<file path="src/rtl/ascon_finalization.sv">
// Ascon-AEAD128 finalization stage. It injects the key into the state, runs one p12 call,
// and produces the tag. In decrypt mode it also compares the tag against an expected tag.
module ascon_finalization #(
    parameter int unsigned TIMEOUT_CYC = 64
) (
    input  logic         clk,
    input  logic         rst_n,
    input  logic         in_valid,
    output logic         in_ready,
    input  logic         decrypt,
    input  logic [127:0] key,
    input  logic [127:0] exp_tag,
    input  logic [63:0]  x0,
    input  logic [63:0]  x1,
    input  logic [63:0]  x2,
    input  logic [63:0]  x3,
    input  logic [63:0]  x4,
    output logic [63:0]  x0_i_fin_p12,
    output logic [63:0]  x1_i_fin_p12,
    output logic [63:0]  x2_i_fin_p12,
    output logic [63:0]  x3_i_fin_p12,
    output logic [63:0]  x4_i_fin_p12,
    output logic         p12_start,
    input  logic [63:0]  x0_o_fin_p12,
    input  logic [63:0]  x1_o_fin_p12,
    input  logic [63:0]  x2_o_fin_p12,
    input  logic [63:0]  x3_o_fin_p12,
    input  logic [63:0]  x4_o_fin_p12,
    input  logic         p12_done,
    output logic [127:0] tag,
    output logic         tag_valid,
    input  logic         tag_ready,
    output logic         tag_match,
    output logic         err_timeout
);

    localparam int unsigned CNT_W = $clog2(TIMEOUT_CYC) + 1;

    typedef enum logic [2:0] {
        S_IDLE,
        S_LOAD,
        S_WAIT,
        S_OUT,
        S_ERR
    } state_t;

    state_t             state;
    logic [127:0]       key_q;
    logic [127:0]       exp_q;
    logic               dec_q;
    logic [CNT_W-1:0]   cnt;
    logic [127:0]       tag_next;
    logic               unused_p12;

    // The tag uses only the two low words of the permuted state.
    assign tag_next   = {x3_o_fin_p12 ^ key_q[127:64], x4_o_fin_p12 ^ key_q[63:0]};
    assign unused_p12 = ^{x0_o_fin_p12, x1_o_fin_p12, x2_o_fin_p12};

    // Sequencer with registered outputs.
    always_ff @(posedge clk) begin
        if (!rst_n) begin
            state        <= S_IDLE;
            in_ready     <= 1'b1;
            key_q        <= '0;
            exp_q        <= '0;
            dec_q        <= 1'b0;
            cnt          <= '0;
            x0_i_fin_p12 <= '0;
            x1_i_fin_p12 <= '0;
            x2_i_fin_p12 <= '0;
            x3_i_fin_p12 <= '0;
            x4_i_fin_p12 <= '0;
            p12_start    <= 1'b0;
            tag          <= '0;
            tag_valid    <= 1'b0;
            tag_match    <= 1'b0;
            err_timeout  <= 1'b0;
        end else begin
            case (state)
                S_IDLE: begin
                    if (in_valid && in_ready) begin
                        key_q        <= key;
                        exp_q        <= exp_tag;
                        dec_q        <= decrypt;
                        x0_i_fin_p12 <= x0;
                        x1_i_fin_p12 <= x1;
                        x2_i_fin_p12 <= x2 ^ key[127:64];
                        x3_i_fin_p12 <= x3 ^ key[63:0];
                        x4_i_fin_p12 <= x4;
                        in_ready     <= 1'b0;
                        p12_start    <= 1'b1;
                        state        <= S_LOAD;
                    end
                end
                S_LOAD: begin
                    p12_start <= 1'b0;
                    cnt       <= '0;
                    state     <= S_WAIT;
                end
                S_WAIT: begin
                    cnt <= cnt + CNT_W'(1);
                    // A done pulse wins over a timeout in the same cycle.
                    if (p12_done) begin
                        tag       <= tag_next;
                        tag_match <= dec_q & (tag_next == exp_q);
                        tag_valid <= 1'b1;
                        state     <= S_OUT;
                    end else if (cnt == CNT_W'(TIMEOUT_CYC - 1)) begin
                        err_timeout <= 1'b1;
                        state       <= S_ERR;
                    end
                end
                S_OUT: begin
                    if (tag_ready) begin
                        tag       <= '0;
                        tag_match <= 1'b0;
                        tag_valid <= 1'b0;
                        in_ready  <= 1'b1;
                        state     <= S_IDLE;
                    end
                end
                S_ERR: begin
                    err_timeout <= 1'b0;
                    in_ready    <= 1'b1;
                    state       <= S_IDLE;
                end
                default: begin
                    in_ready <= 1'b1;
                    state    <= S_IDLE;
                end
            endcase
        end
    end

endmodule

</file>
<file path="config.mk">
export PLATFORM = sky130hd
export DESIGN_NAME = ascon_finalization
export DESIGN_NICKNAME = d
export VERILOG_FILES = /design/src/rtl/ascon_finalization.sv
export SDC_FILE = /design/constraint.sdc
export NUM_CORES = 2
export LEC_CHECK = 0
export CAP_MARGIN = 20
export CORE_AREA = 2 2 531 533
export CTS_CLUSTER_DIAMETER = 60
export DETAILED_ROUTE_END_ITERATION = 8
export DIE_AREA = 0 0 533 535
export GPL_TIMING_DRIVEN = 0
export PLACE_DENSITY = 0.4
export SLEW_MARGIN = 10
export SYNTH_ARGS = -nofsm -noshare
export SYNTH_HDL_FRONTEND = slang
export SYNTH_SLANG_ARGS = --single-unit
</file>
<file path="constraint.sdc">
create_clock -name clk -period 2.4 [get_ports clk]
set_input_delay 0.24 -clock clk [delete_from_list [all_inputs] [get_ports clk]]
set_output_delay 0.24 -clock clk [all_outputs]
set_load 0.005 [all_outputs]
</file>
==> impl_results.md <==
- Outcome: finished with violations
- Violations in the final reports: negative setup slack
- Met3 Resource Use GR: 5.303%
- Die Y: 535 um
- CTS sink count: 720
- Post-synthesis cell type count: 51
- Via count of the first global-routing pass: 31450
- Total number of H-tree levels: 3
- Destination of the worst register-to-register timing path: tag_match$_SDFFE_PN0P_
- Global routing usage on met2: 24.96%
- Area contributors post-synth: sky130_fd_sc_hd__dfxtp_1, sky130_fd_sc_hd__nand2_1, sky130_fd_sc_hd__a21boi_0
- Area used by sequential logic in the layout: 14420 um2
- Launching instance or port of the critical path: key_q[56]$_SDFFE_PN0P_
- Clock tree from TritonCTS: yes
- Number of DRC markers in iteration 0: 1362
- Combined area of the multi-input logic cells: 15400 um2
- Hold-critical path depth: 3
- Most used routing layer in global routing: met2
- Placement Cell Area: 47440 um2
- Critical register-to-register path startpoint: key_q[56]$_SDFFE_PN0P_
- Syn avg cell area: 9.045 um2
- Initial antenna violation count: 115
- Static leakage: 0.02050 uW
- Area inside the core boundary: 278900 um2
- Sequential area share after synthesis: 47.09%
- Minimum clock period: 2.684 ns
- Endpoints failing hold: 0
- Final Routed Wirelength: 219700 um
- Number of synthesized flops with an enable pin: 0
- Least-Margin Pin Slew: 1.174 ns
- Worst Setup Start Kind: register
- Most used flip-flop cell after synthesis: sky130_fd_sc_hd__dfxtp_1
- Critical path required time: 3.15 ns
- Root Buffer: sky130_fd_sc_hd__clkbuf_16
- Worst-case hold path end point: x4_i_fin_p12[19]$_SDFFE_PN0P_
- Initial Utilization: 10.97%
- Residual DRC count: 0
- Final Max Slew Viols: 0
- Net count after synthesis: 4287
- DR WL/cell: 24.77 um
- Slew margin rel.: 21.18%
- Global placer's final weighted congestion: 0.8239
- Largest fanout on the critical path: 3
- Fraction of synthesized cell area taken by the top area cell type: 47.09%
- Final non-filler cell area: 54780 um2
- Pin count of the biggest net entering global routing: 17
- Power density of the placed cells: 713.2 nW/um2
- Share of final-layout standard cells stronger than drive strength 1: 8.055%
- Total of max-cap violations: 0
- Fill cell total of the finished layout: 30930
- Worst-skew pair later-pin latency: 0.84 ns
- Data arrival time of the critical path: 3.44 ns
- Total CTS buffers: 113
- Site Rows: 194
- Final setup slack of the worst path: -0.2844 ns
- Worst reg2reg setup slack: -0.28 ns
- Length of the first detailed-routing pass in iterations: 6
- Antenna-violating nets left: 0
- Combined area of all synthesized cells: 30610 um2
- Total Nets Final: 5906
- Total number of vias: 30770
- Count of warnings emitted by yosys: 0
- Kind of end point of the critical path: register
- FMAX: 372.5 MHz
- Area added between synthesis and finish: 78.99%
- Clock transition at the registers of the reported paths: 0.06 ns
- Setup repair after global routing missed its margin: true
- Total gr overflow: 0
- Die area: 285200 um2
- Global-route wire length before repair: 284700 um
- Met1 Use GR: 17.22%
- Total global-route track usage: 14.82%
- Buffers from clock root to sink, at most: 4
- Final setup vio count: 1
- Post-synth top area cell: sky130_fd_sc_hd__dfxtp_1
- Ports placed on the boundary: 1355
- Post-placement setup slack: -1.489 ns
- Type of the worst min-delay path: input pin to register
- Syn Inst Count: 3384
- Tcrit/Tclk final: 111.9%
- Worst reg-to-reg path cell count: 6
- Peak VDD IR: 605.9 uV
- Fraction of registers with async set or reset after synthesis: 0%
- Layout Skew: 0.06873 ns
- Crit Path Category: register to register
- Post-detailed-placement half-perimeter wirelength: 184700 um
- Average via count per standard cell: 3.468
- #FFs+latches synth: 720
- Hold path start: x4[19]
- Port Buffer Count: 1161
- Horizontal die dimension: 533 um
-- critical path, cell delays in order, from the launching register on --
cell and delay, ns:
sky130_fd_sc_hd__dfxtp_2 0.34, sky130_fd_sc_hd__xnor3_2 0.50, sky130_fd_sc_hd__nand4_1 0.51, sky130_fd_sc_hd__or4_4 0.78
sky130_fd_sc_hd__nor4_4 0.17, sky130_fd_sc_hd__nand4_1 0.17, sky130_fd_sc_hd__o21ai_1 0.17
-- metrics by stage --
stage	utilization [%]	cells	total power [uW]	TNS [ns]	hold slack [ns]
after floorplan	-	3384	16630	0	0.3748
after global placement	16.81	8269	22160	-1124.40	0.4427
after detailed placement	17.01	8301	22360	-580.96	0.4468
after CTS	19.58	8814	39970	-0.2249	0.00006556
after global routing	19.61	8838	40880	-0.2910	0.02829
final	19.64	8873	39070	-0.2844	0.06310
-- synth_stat cells, drive strengths merged (4+ instances only) --
cell and n:
a21boi 455, a21oi 41, a22oi 106, a2bb2oi 5, and2 4, buf 98
clkbuf 141, dfxtp 720, inv 12, nand2 1054, nand3 5, nand4 25
nor2 48, nor2b 128, nor4 7, o211a 128, o21ai 14, o22ai 14
or4 7, xnor2 185, xnor3 55, xor2 102
-- worst max-delay path by stage --
stage / to / slack [ns] / cells after the start
after floorplan: tag_match$_SDFFE_PN0P_ / 0.62 / 6
after global placement: x2_i_fin_p12[33]$_SDFFE_PN0P_ / -2.98 / 8
after detailed placement: x3_i_fin_p12[47]$_SDFFE_PN0P_ / -1.49 / 8
after CTS: tag_match$_SDFFE_PN0P_ / -0.22 / 6
after global routing: tag_match$_SDFFE_PN0P_ / -0.29 / 6
final: tag_match$_SDFFE_PN0P_ / -0.28 / 6
-- cell families after synthesis --
| group | synth area share, % |
|---|---|
| mux | 0.06949 |
| flops | 47.09 |
| xor+xnor | 12.26 |
| compound gates | 19.82 |
| buf+inv | 3.438 |
| simple gates | 17.28 |
| fa+ha+maj | 0.04087 |
-- timing repair --
action,CTS,global route
resized for setup,94,26
hold endpoints to repair,309,0
hold buffers,309,0
endpoints found under the setup margin,679,118
buffers inserted,4,0
cloned,0,0
pin swaps,17,0
-- where the power goes --
part / leakage (uW) / internal [uW] / switching (uW)
Clock: 0.00185 / 9930 / 6730
Sequential: 0.00589 / 12900 / 687
Combinational: 0.0128 / 4180 / 4650
Total: 0.0205 / 27000 / 12100
-- cell usage in the layout, fill, tap and decap left out, types with 6 or more instances in the layout --
cell type	instances
sky130_fd_sc_hd__inv_8	6
sky130_fd_sc_hd__clkbuf_1	113
sky130_fd_sc_hd__dlygate4sd3_1	309
sky130_fd_sc_hd__a22oi_1	106
sky130_fd_sc_hd__clkdlybuf4s50_1	1161
sky130_fd_sc_hd__o211a_1	128
sky130_fd_sc_hd__buf_6	20
sky130_fd_sc_hd__inv_1	11
sky130_fd_sc_hd__buf_4	21
sky130_fd_sc_hd__a21boi_1	220
sky130_fd_sc_hd__clkinv_2	19
sky130_fd_sc_hd__xnor3_2	9
sky130_fd_sc_hd__xor2_1	100
sky130_fd_sc_hd__xnor2_2	16
sky130_fd_sc_hd__a21boi_0	235
sky130_fd_sc_hd__nor2b_1	128
sky130_fd_sc_hd__xnor2_1	169
sky130_fd_sc_hd__o22ai_1	14
sky130_fd_sc_hd__clkinvlp_4	7
sky130_fd_sc_hd__buf_2	73
sky130_fd_sc_hd__a21oi_1	41
sky130_fd_sc_hd__dfxtp_1	716
sky130_fd_sc_hd__o21ai_0	13
sky130_fd_sc_hd__nor2_1	44
sky130_fd_sc_hd__clkbuf_8	25
sky130_fd_sc_hd__clkbuf_4	10
sky130_fd_sc_hd__inv_6	9
sky130_fd_sc_hd__clkbuf_2	27
sky130_fd_sc_hd__nand4_1	25
sky130_fd_sc_hd__diode_2	59
sky130_fd_sc_hd__xnor3_1	45
sky130_fd_sc_hd__clkbuf_16	115
sky130_fd_sc_hd__nand2_1	1049
-- routing by layer --
metal	part of all wire, %	vias to the layer above
met5	0.16	-
met4	3.3	56
met3	8.3	307
met2	47	1256
met1	41	14490
li1	-	14660
-- cell type report --
| cell class | count | share of cell area, % |
|---|---|---|
| sequential | 720 | 26.32 |
| clock inverter | 53 | 0.9752 |
| multi-input combinational | 2413 | 28.11 |
| tap | 3724 | 8.505 |
| timing repair buffer | 1507 | 27.68 |
| antenna | 59 | 0.2695 |
| clock buffer | 149 | 5.886 |
| buffer | 236 | 2.172 |
| inverter | 12 | 0.08222 |
-- registers in the layout, indices dropped and copies added, names as in the netlist, 3 cells and up --
| register | cells |
|---|---|
| x2_i_fin_p12 | 64 |
| exp_q | 128 |
| x3_i_fin_p12 | 64 |
| x4_i_fin_p12 | 64 |
| tag | 128 |
| cnt | 7 |
| state | 3 |
| x1_i_fin_p12 | 64 |
| x0_i_fin_p12 | 64 |
| key_q | 128 |
(Power assumes the default switching activity.)
